File: src/rtl/uart_tx_arbiter_if.sv
// Requester and transmitter-side signals of the UART transmit arbiter.
// The arbiter attaches through the slave modport; producers/transmitter use master.
interface uart_tx_arbiter_if #(
    parameter int unsigned N_REQ = 4
);
    localparam int unsigned IdW = $clog2(N_REQ);

    logic [N_REQ-1:0]   req_valid;
    logic [N_REQ-1:0]   req_last;
    logic [8*N_REQ-1:0] req_data;
    logic [N_REQ-1:0]   req_ready;
    logic [7:0]         txbyte;
    logic               senddata;
    logic               txdone;
    logic [IdW-1:0]     grant_id;
    logic               locked;
    logic               busy;

    modport master (
        output req_valid, req_last, req_data, txdone,
        input  req_ready, txbyte, senddata, grant_id, locked, busy
    );

    modport slave (
        input  req_valid, req_last, req_data, txdone,
        output req_ready, txbyte, senddata, grant_id, locked, busy
    );
endinterface

File: src/rtl/uart_tx_arbiter.sv
// Round-robin arbiter sharing one 8N1 UART transmitter among N_REQ byte streams,
// keeping multi-byte messages contiguous and forcing idle after each frame and after reset.
module uart_tx_arbiter #(
    parameter int unsigned N_REQ        = 4,
    parameter int unsigned GUARD_CYCLES = 2604,
    parameter int unsigned RESET_HOLD   = 28644
) (
    input logic              clk,
    input logic              rst_n,
    uart_tx_arbiter_if.slave bus
);
    localparam int unsigned    IdW    = $clog2(N_REQ);
    localparam logic [IdW:0]   NumReq = (IdW+1)'(N_REQ);
    localparam logic [IdW-1:0] LastId = IdW'(N_REQ - 1);

    typedef enum logic [1:0] {StIdle, StWaitDone, StGuard} state_e;

    state_e             state_q, state_d;
    logic [31:0]        guard_cnt_q, guard_cnt_d;
    logic [IdW-1:0]     rr_ptr_q, rr_ptr_d;
    logic [IdW-1:0]     grant_id_q, grant_id_d;
    logic               locked_q, locked_d;
    logic [7:0]         txbyte_q, txbyte_d;
    logic               senddata_q, senddata_d;
    logic [N_REQ-1:0]   req_ready_q, req_ready_d;

    logic               win_found;
    logic [IdW-1:0]     win_id;
    logic [IdW:0]       cand;
    logic [7:0]         win_data;
    logic               win_last;

    // Winner selection: an open message only ever serves its owner.
    always_comb begin
        win_found = 1'b0;
        win_id    = rr_ptr_q;
        cand      = '0;
        if (locked_q) begin
            win_found = bus.req_valid[grant_id_q];
            win_id    = grant_id_q;
        end else begin
            for (int k = 0; k < int'(N_REQ); k++) begin
                cand = {1'b0, rr_ptr_q} + k[IdW:0];
                if (cand >= NumReq) begin
                    cand = cand - NumReq;
                end
                if (!win_found && bus.req_valid[cand[IdW-1:0]]) begin
                    win_found = 1'b1;
                    win_id    = cand[IdW-1:0];
                end
            end
        end
        win_data = bus.req_data[{win_id, 3'b000} +: 8];
        win_last = bus.req_last[win_id];
    end

    always_ff @(posedge clk or negedge rst_n) begin
        if (!rst_n) begin
            state_q     <= (RESET_HOLD == 0) ? StIdle : StGuard;
            guard_cnt_q <= 32'(RESET_HOLD);
            rr_ptr_q    <= '0;
            grant_id_q  <= '0;
            locked_q    <= 1'b0;
            txbyte_q    <= 8'h00;
            senddata_q  <= 1'b0;
            req_ready_q <= '0;
        end else begin
            state_q     <= state_d;
            guard_cnt_q <= guard_cnt_d;
            rr_ptr_q    <= rr_ptr_d;
            grant_id_q  <= grant_id_d;
            locked_q    <= locked_d;
            txbyte_q    <= txbyte_d;
            senddata_q  <= senddata_d;
            req_ready_q <= req_ready_d;
        end
    end

    always_comb begin
        state_d     = state_q;
        guard_cnt_d = guard_cnt_q;
        rr_ptr_d    = rr_ptr_q;
        grant_id_d  = grant_id_q;
        locked_d    = locked_q;
        txbyte_d    = txbyte_q;
        senddata_d  = 1'b0;
        req_ready_d = '0;
        case (state_q)
            StIdle: begin
                if (win_found) begin
                    txbyte_d            = win_data;
                    senddata_d          = 1'b1;
                    req_ready_d[win_id] = 1'b1;
                    grant_id_d          = win_id;
                    locked_d            = ~win_last;
                    if (win_last) begin
                        rr_ptr_d = (win_id == LastId) ? '0 : win_id + IdW'(1);
                    end
                    state_d = StWaitDone;
                end
            end
            StWaitDone: begin
                if (bus.txdone) begin
                    if (GUARD_CYCLES == 0) begin
                        state_d = StIdle;
                    end else begin
                        guard_cnt_d = 32'(GUARD_CYCLES);
                        state_d     = StGuard;
                    end
                end
            end
            StGuard: begin
                // txdone is deliberately ignored here so a stray pulse cannot shorten the guard.
                guard_cnt_d = guard_cnt_q - 32'd1;
                if (guard_cnt_q <= 32'd1) begin
                    guard_cnt_d = '0;
                    state_d     = StIdle;
                end
            end
            default: state_d = StIdle;
        endcase
    end

    always_comb begin
        bus.req_ready = req_ready_q;
        bus.txbyte    = txbyte_q;
        bus.senddata  = senddata_q;
        bus.grant_id  = grant_id_q;
        bus.locked    = locked_q;
        bus.busy      = (state_q != StIdle);
    end
endmodule

File: src/flat_wrapper.sv
// flat-port wrapper written by rule: the top's interface ports become plain ports
module uart_tx_arbiter_flat 
#(
    parameter int unsigned N_REQ        = 4,
    parameter int unsigned GUARD_CYCLES = 2604,
    parameter int unsigned RESET_HOLD   = 28644
)
  (clk, rst_n, bus_req_valid, bus_req_last, bus_req_data, bus_txdone, bus_req_ready, bus_txbyte, bus_senddata, bus_grant_id, bus_locked, bus_busy);
  uart_tx_arbiter_if #(.N_REQ(N_REQ)) bus_i ();
  input logic clk;
  input logic rst_n;
  input wire logic [$bits(bus_i.req_valid)-1:0] bus_req_valid;
  input wire logic [$bits(bus_i.req_last)-1:0] bus_req_last;
  input wire logic [$bits(bus_i.req_data)-1:0] bus_req_data;
  input wire logic [$bits(bus_i.txdone)-1:0] bus_txdone;
  output wire logic [$bits(bus_i.req_ready)-1:0] bus_req_ready;
  output wire logic [$bits(bus_i.txbyte)-1:0] bus_txbyte;
  output wire logic [$bits(bus_i.senddata)-1:0] bus_senddata;
  output wire logic [$bits(bus_i.grant_id)-1:0] bus_grant_id;
  output wire logic [$bits(bus_i.locked)-1:0] bus_locked;
  output wire logic [$bits(bus_i.busy)-1:0] bus_busy;
  assign bus_i.req_valid = bus_req_valid;
  assign bus_i.req_last = bus_req_last;
  assign bus_i.req_data = bus_req_data;
  assign bus_i.txdone = bus_txdone;
  assign bus_req_ready = bus_i.req_ready;
  assign bus_txbyte = bus_i.txbyte;
  assign bus_senddata = bus_i.senddata;
  assign bus_grant_id = bus_i.grant_id;
  assign bus_locked = bus_i.locked;
  assign bus_busy = bus_i.busy;
  uart_tx_arbiter #(.N_REQ(N_REQ), .GUARD_CYCLES(GUARD_CYCLES), .RESET_HOLD(RESET_HOLD)) u_core (.clk(clk), .rst_n(rst_n), .bus(bus_i));
endmodule
File: config.mk
export PLATFORM = sky130hd
export DESIGN_NAME = uart_tx_arbiter_flat
export DESIGN_NICKNAME = d
export VERILOG_FILES = /design/src/rtl/uart_tx_arbiter_if.sv /design/src/rtl/uart_tx_arbiter.sv /design/src/flat_wrapper.sv
export SDC_FILE = /design/constraint.sdc
export NUM_CORES = 1
export LEC_CHECK = 0
export ABC_AREA = 1
export CORE_UTILIZATION = 57
export CTS_CLUSTER_SIZE = 28
export DETAILED_ROUTE_END_ITERATION = 16
export PLACE_DENSITY_LB_ADDON = 0.2
export SLEW_MARGIN = 5
export SYNTH_ARGS = -nofsm -noshare
export SYNTH_HDL_FRONTEND = slang
export SYNTH_SLANG_ARGS = --single-unit
File: constraint.sdc
create_clock -name clk -period 4.4 [get_ports clk]
set_input_delay 0.66 -clock clk [delete_from_list [all_inputs] [get_ports clk]]
set_output_delay 0.66 -clock clk [all_outputs]
set_load 0.01 [all_outputs]
==> impl_metrics.yaml <==
drt:
  vias: 3172
  drt_iter0_markers: 169
  routed_via_density: 5.26
  wl_per_cell_um: 12.3
  drc: 0
  dr.pass1.iters: 5
  wl_mm: 7.42
  postRouteAntennaNets: 0
synth:
  syn_area_um2: 3410
  synth.area.top_cells: "dfrtp_1 30%, nand2_1 12%, nor2_1 8.7%, dfstp_2 8.5%, inv_1 5.5%"
  ys_types: 37
  yosysWarningCount: 0
  synth.largest_area_cell: "dfrtp_1"
  synth_cells: 473
  yosys.area.top_type_share_pct: 30.1
  synthesis.nets: 522
  synth_seq_cells: 52
  synth-main-ff-cell: "dfrtp_1"
  yosysSeqAreaShare_pct: 38.6
  synth_edf_count: 0
  async_reset_ff_share_pct: 100
  avgSynthCellArea_um2: 7.21
critical_path:
  endpoint_kind: "register"
  startpoint: "u_core.rr_ptr_q[0]"
  rr_endpoint: "u_core.rr_ptr_q[1]"
  cp-endpoint: "u_core.rr_ptr_q[1]"
  rr_startpoint: "u_core.rr_ptr_q[0]"
  critPathKind: "reg -> reg"
  reg2reg_slack_ns: 1.62
  r2r_cells: 16
  crit_fanout: 13
  start_kind: "register"
  worstPathRequired_ns: 4.61
  cp.arrival_ns: 2.98
timing:
  timing.fmax_mhz: 360
  slew-limit-headroom_pct: 56.9
  slew_viol_final: 0
  worst_slew_pin_slew_ns: 0.646
  fin_crit_sh_pct: 63.2
  clock_skew_ns: 0.0127
  hold_viol_final: 0
  rsz0062_at_grt: "false"
  min_period_ns: 2.78
  setup_tns_ns: 0
  setup_viol: 0
global_routing:
  grt_pass1_vias: 3017
  grt_max_degree: 53
  grt_first_pass_wirelength_mm: 12.8
  grt-ovfl-total: 0
  grt_usage_pct: 25.6
  antenna_found_initial: 0
final_layout:
  antenna_cells: 0
  seq_area_um2: 1320
  final_cell_area_um2: 4090
  drive_above_1_share_pct: 12.2
  final_cell_mix: "106 x nand2_1, 79 x nor2_1, 58 x clkdlybuf4s50_1, 50 x inv_1, 41 x dfrtp_1"
  num-fill-cells: 452
  post-route-util_pct: 72.5
  final_common_cell: "nand2_1"
  fin_nets: 579
  multi_input_area_um2: 1780
  area_delta_synth_final_pct: 19.9
cts:
  holdBufCountCts: 0
  cts_tree: "yes"
  postCtsSetupBuffers: 0
  cts_buffer_depth: 2
  worstSkewPairLatency_ns: 0.31
  ctsResizeCount: 0
  numCtsBuffers: 5
  cts.clk_slew.worst_paths_ns: 0.09
  cts.sink_count: 52
  clock-root-buffer: "clkbuf_8"
  htreeDepth: 2
placed_design:
  placement.io_buffers: 59
  hpwl_mm: 5.66
  place_congestion: 0.883
  placed_area_um2: 4000
die:
  pin_count: 60
  design.core.area_um2: 5640
  dieArea_um2: 6300
  row_count: 27
  fp.dieW_um: 79.4
  die_y_um: 79.4
  start_util_pct: 60.5
power_and_ir_drop:
  power.density_nw_per_um2: 608
  p_leak_uw: 0.00198
  ir_drop_mv: 0.561
hold_path:
  hp-class: "in -> async"
outcome:
  status: "completed"
run:
  maxCapViolCount: 0
[critical path, stage by stage (launching register included)]
cell     delay [ns]
dfrtp_1        0.68
inv_2          0.19
nand2_1        0.14
nand2_2        0.07
nand2_2        0.09
nand2_4        0.08
nor2_4         0.11
nand4_1        0.09
nand2_1        0.09
nand2_1        0.05
nand2_1        0.05
nand2_1        0.07
nand2_1        0.35
inv_2          0.18
ha_1           0.31
nand4_1        0.09
nand2_1        0.05
[cell families (layout without fill, tap and decap cells)]
| logic type | count (synthesis) | in the layout | synth area share (%) |
|---|---|---|---|
| AOI/OAI and AO/OA | 45 | 45 | 7.04 |
| xor gates and xnor gates | 19 | 19 | 4.88 |
| adders and majority gates | 6 | 6 | 2.20 |
| buffers and inverters | 68 | 126 | 9.32 |
| DFF | 52 | 52 | 38.6 |
| and+or+nand+nor | 283 | 283 | 38.0 |
[state kept, by name, indices dropped and copies added, names as in the netlist]
register              count
u_core.bus.txbyte         8
u_core.bus.locked         1
u_core.bus.senddata       1
u_core.bus.req_ready      4
u_core.guard_cnt_q       32
u_core.bus.grant_id       2
u_core.rr_ptr_q           2
u_core.state_q            2
[Yosys cell counts (11+ instances only)]
master,count
nand2_1,106
nor2_1,79
inv_1,50
dfrtp_1,41
nand3_1,32
nand2_2,24
a21oi_1,13
nand4_1,13
o21ai_0,13
xor2_1,13
dfstp_2,11
o21ai_1,11
[worst min path at each step]
stage / from / end
final: rst_n / u_core.guard_cnt_q[3]
after global routing: u_core.bus.txbyte[1] / u_core.bus.txbyte[1]
after CTS: rst_n / u_core.guard_cnt_q[19]
after detailed placement: u_core.bus.txbyte[2] / u_core.bus.txbyte[2]
after global placement: u_core.bus.txbyte[5] / u_core.bus.txbyte[5]
after floorplan: rst_n / u_core.bus.grant_id[0]
[report_power, final]
part           switching, µW  internal, µW  total [µW]
Combinational            943           528        1470
Sequential               116           614         730
Clock                    155           129         284
[area by class of cell]
| cell class | instances | share of cell area (%) |
|---|---|---|
| tap | 72 | 2.20 |
| sequential | 52 | 32.2 |
| clock buffer | 8 | 2.20 |
| timing repair buffer | 60 | 14.5 |
| inverter | 58 | 5.45 |
| multi-input combinational | 353 | 43.5 |
[stage by stage]
step	worst slack [ns]	power, µW	hold slack (ns)	std cells
5_1_grt	1.35	2720	0.508	603
2_1_floorplan	2.28	1890	0.364	473
3_5_place_dp	1.38	2200	0.464	595
4_1_cts	1.70	2480	0.481	603
3_3_place_gp	1.47	2160	0.464	595
6_report	1.62	2480	0.451	603
[routing by layer]
layer / wire length [µm] / up-vias / track usage (%)
li1: - / 1611 / -
met1: 3240 / 1424 / 30.7
met2: 3520 / 122 / 44.4
met3: 536 / 15 / 6.32
met4: 121 / 0 / 8.91
met5: 0 / - / 0
No activity file was read; power rests on OpenSTA's default activity.
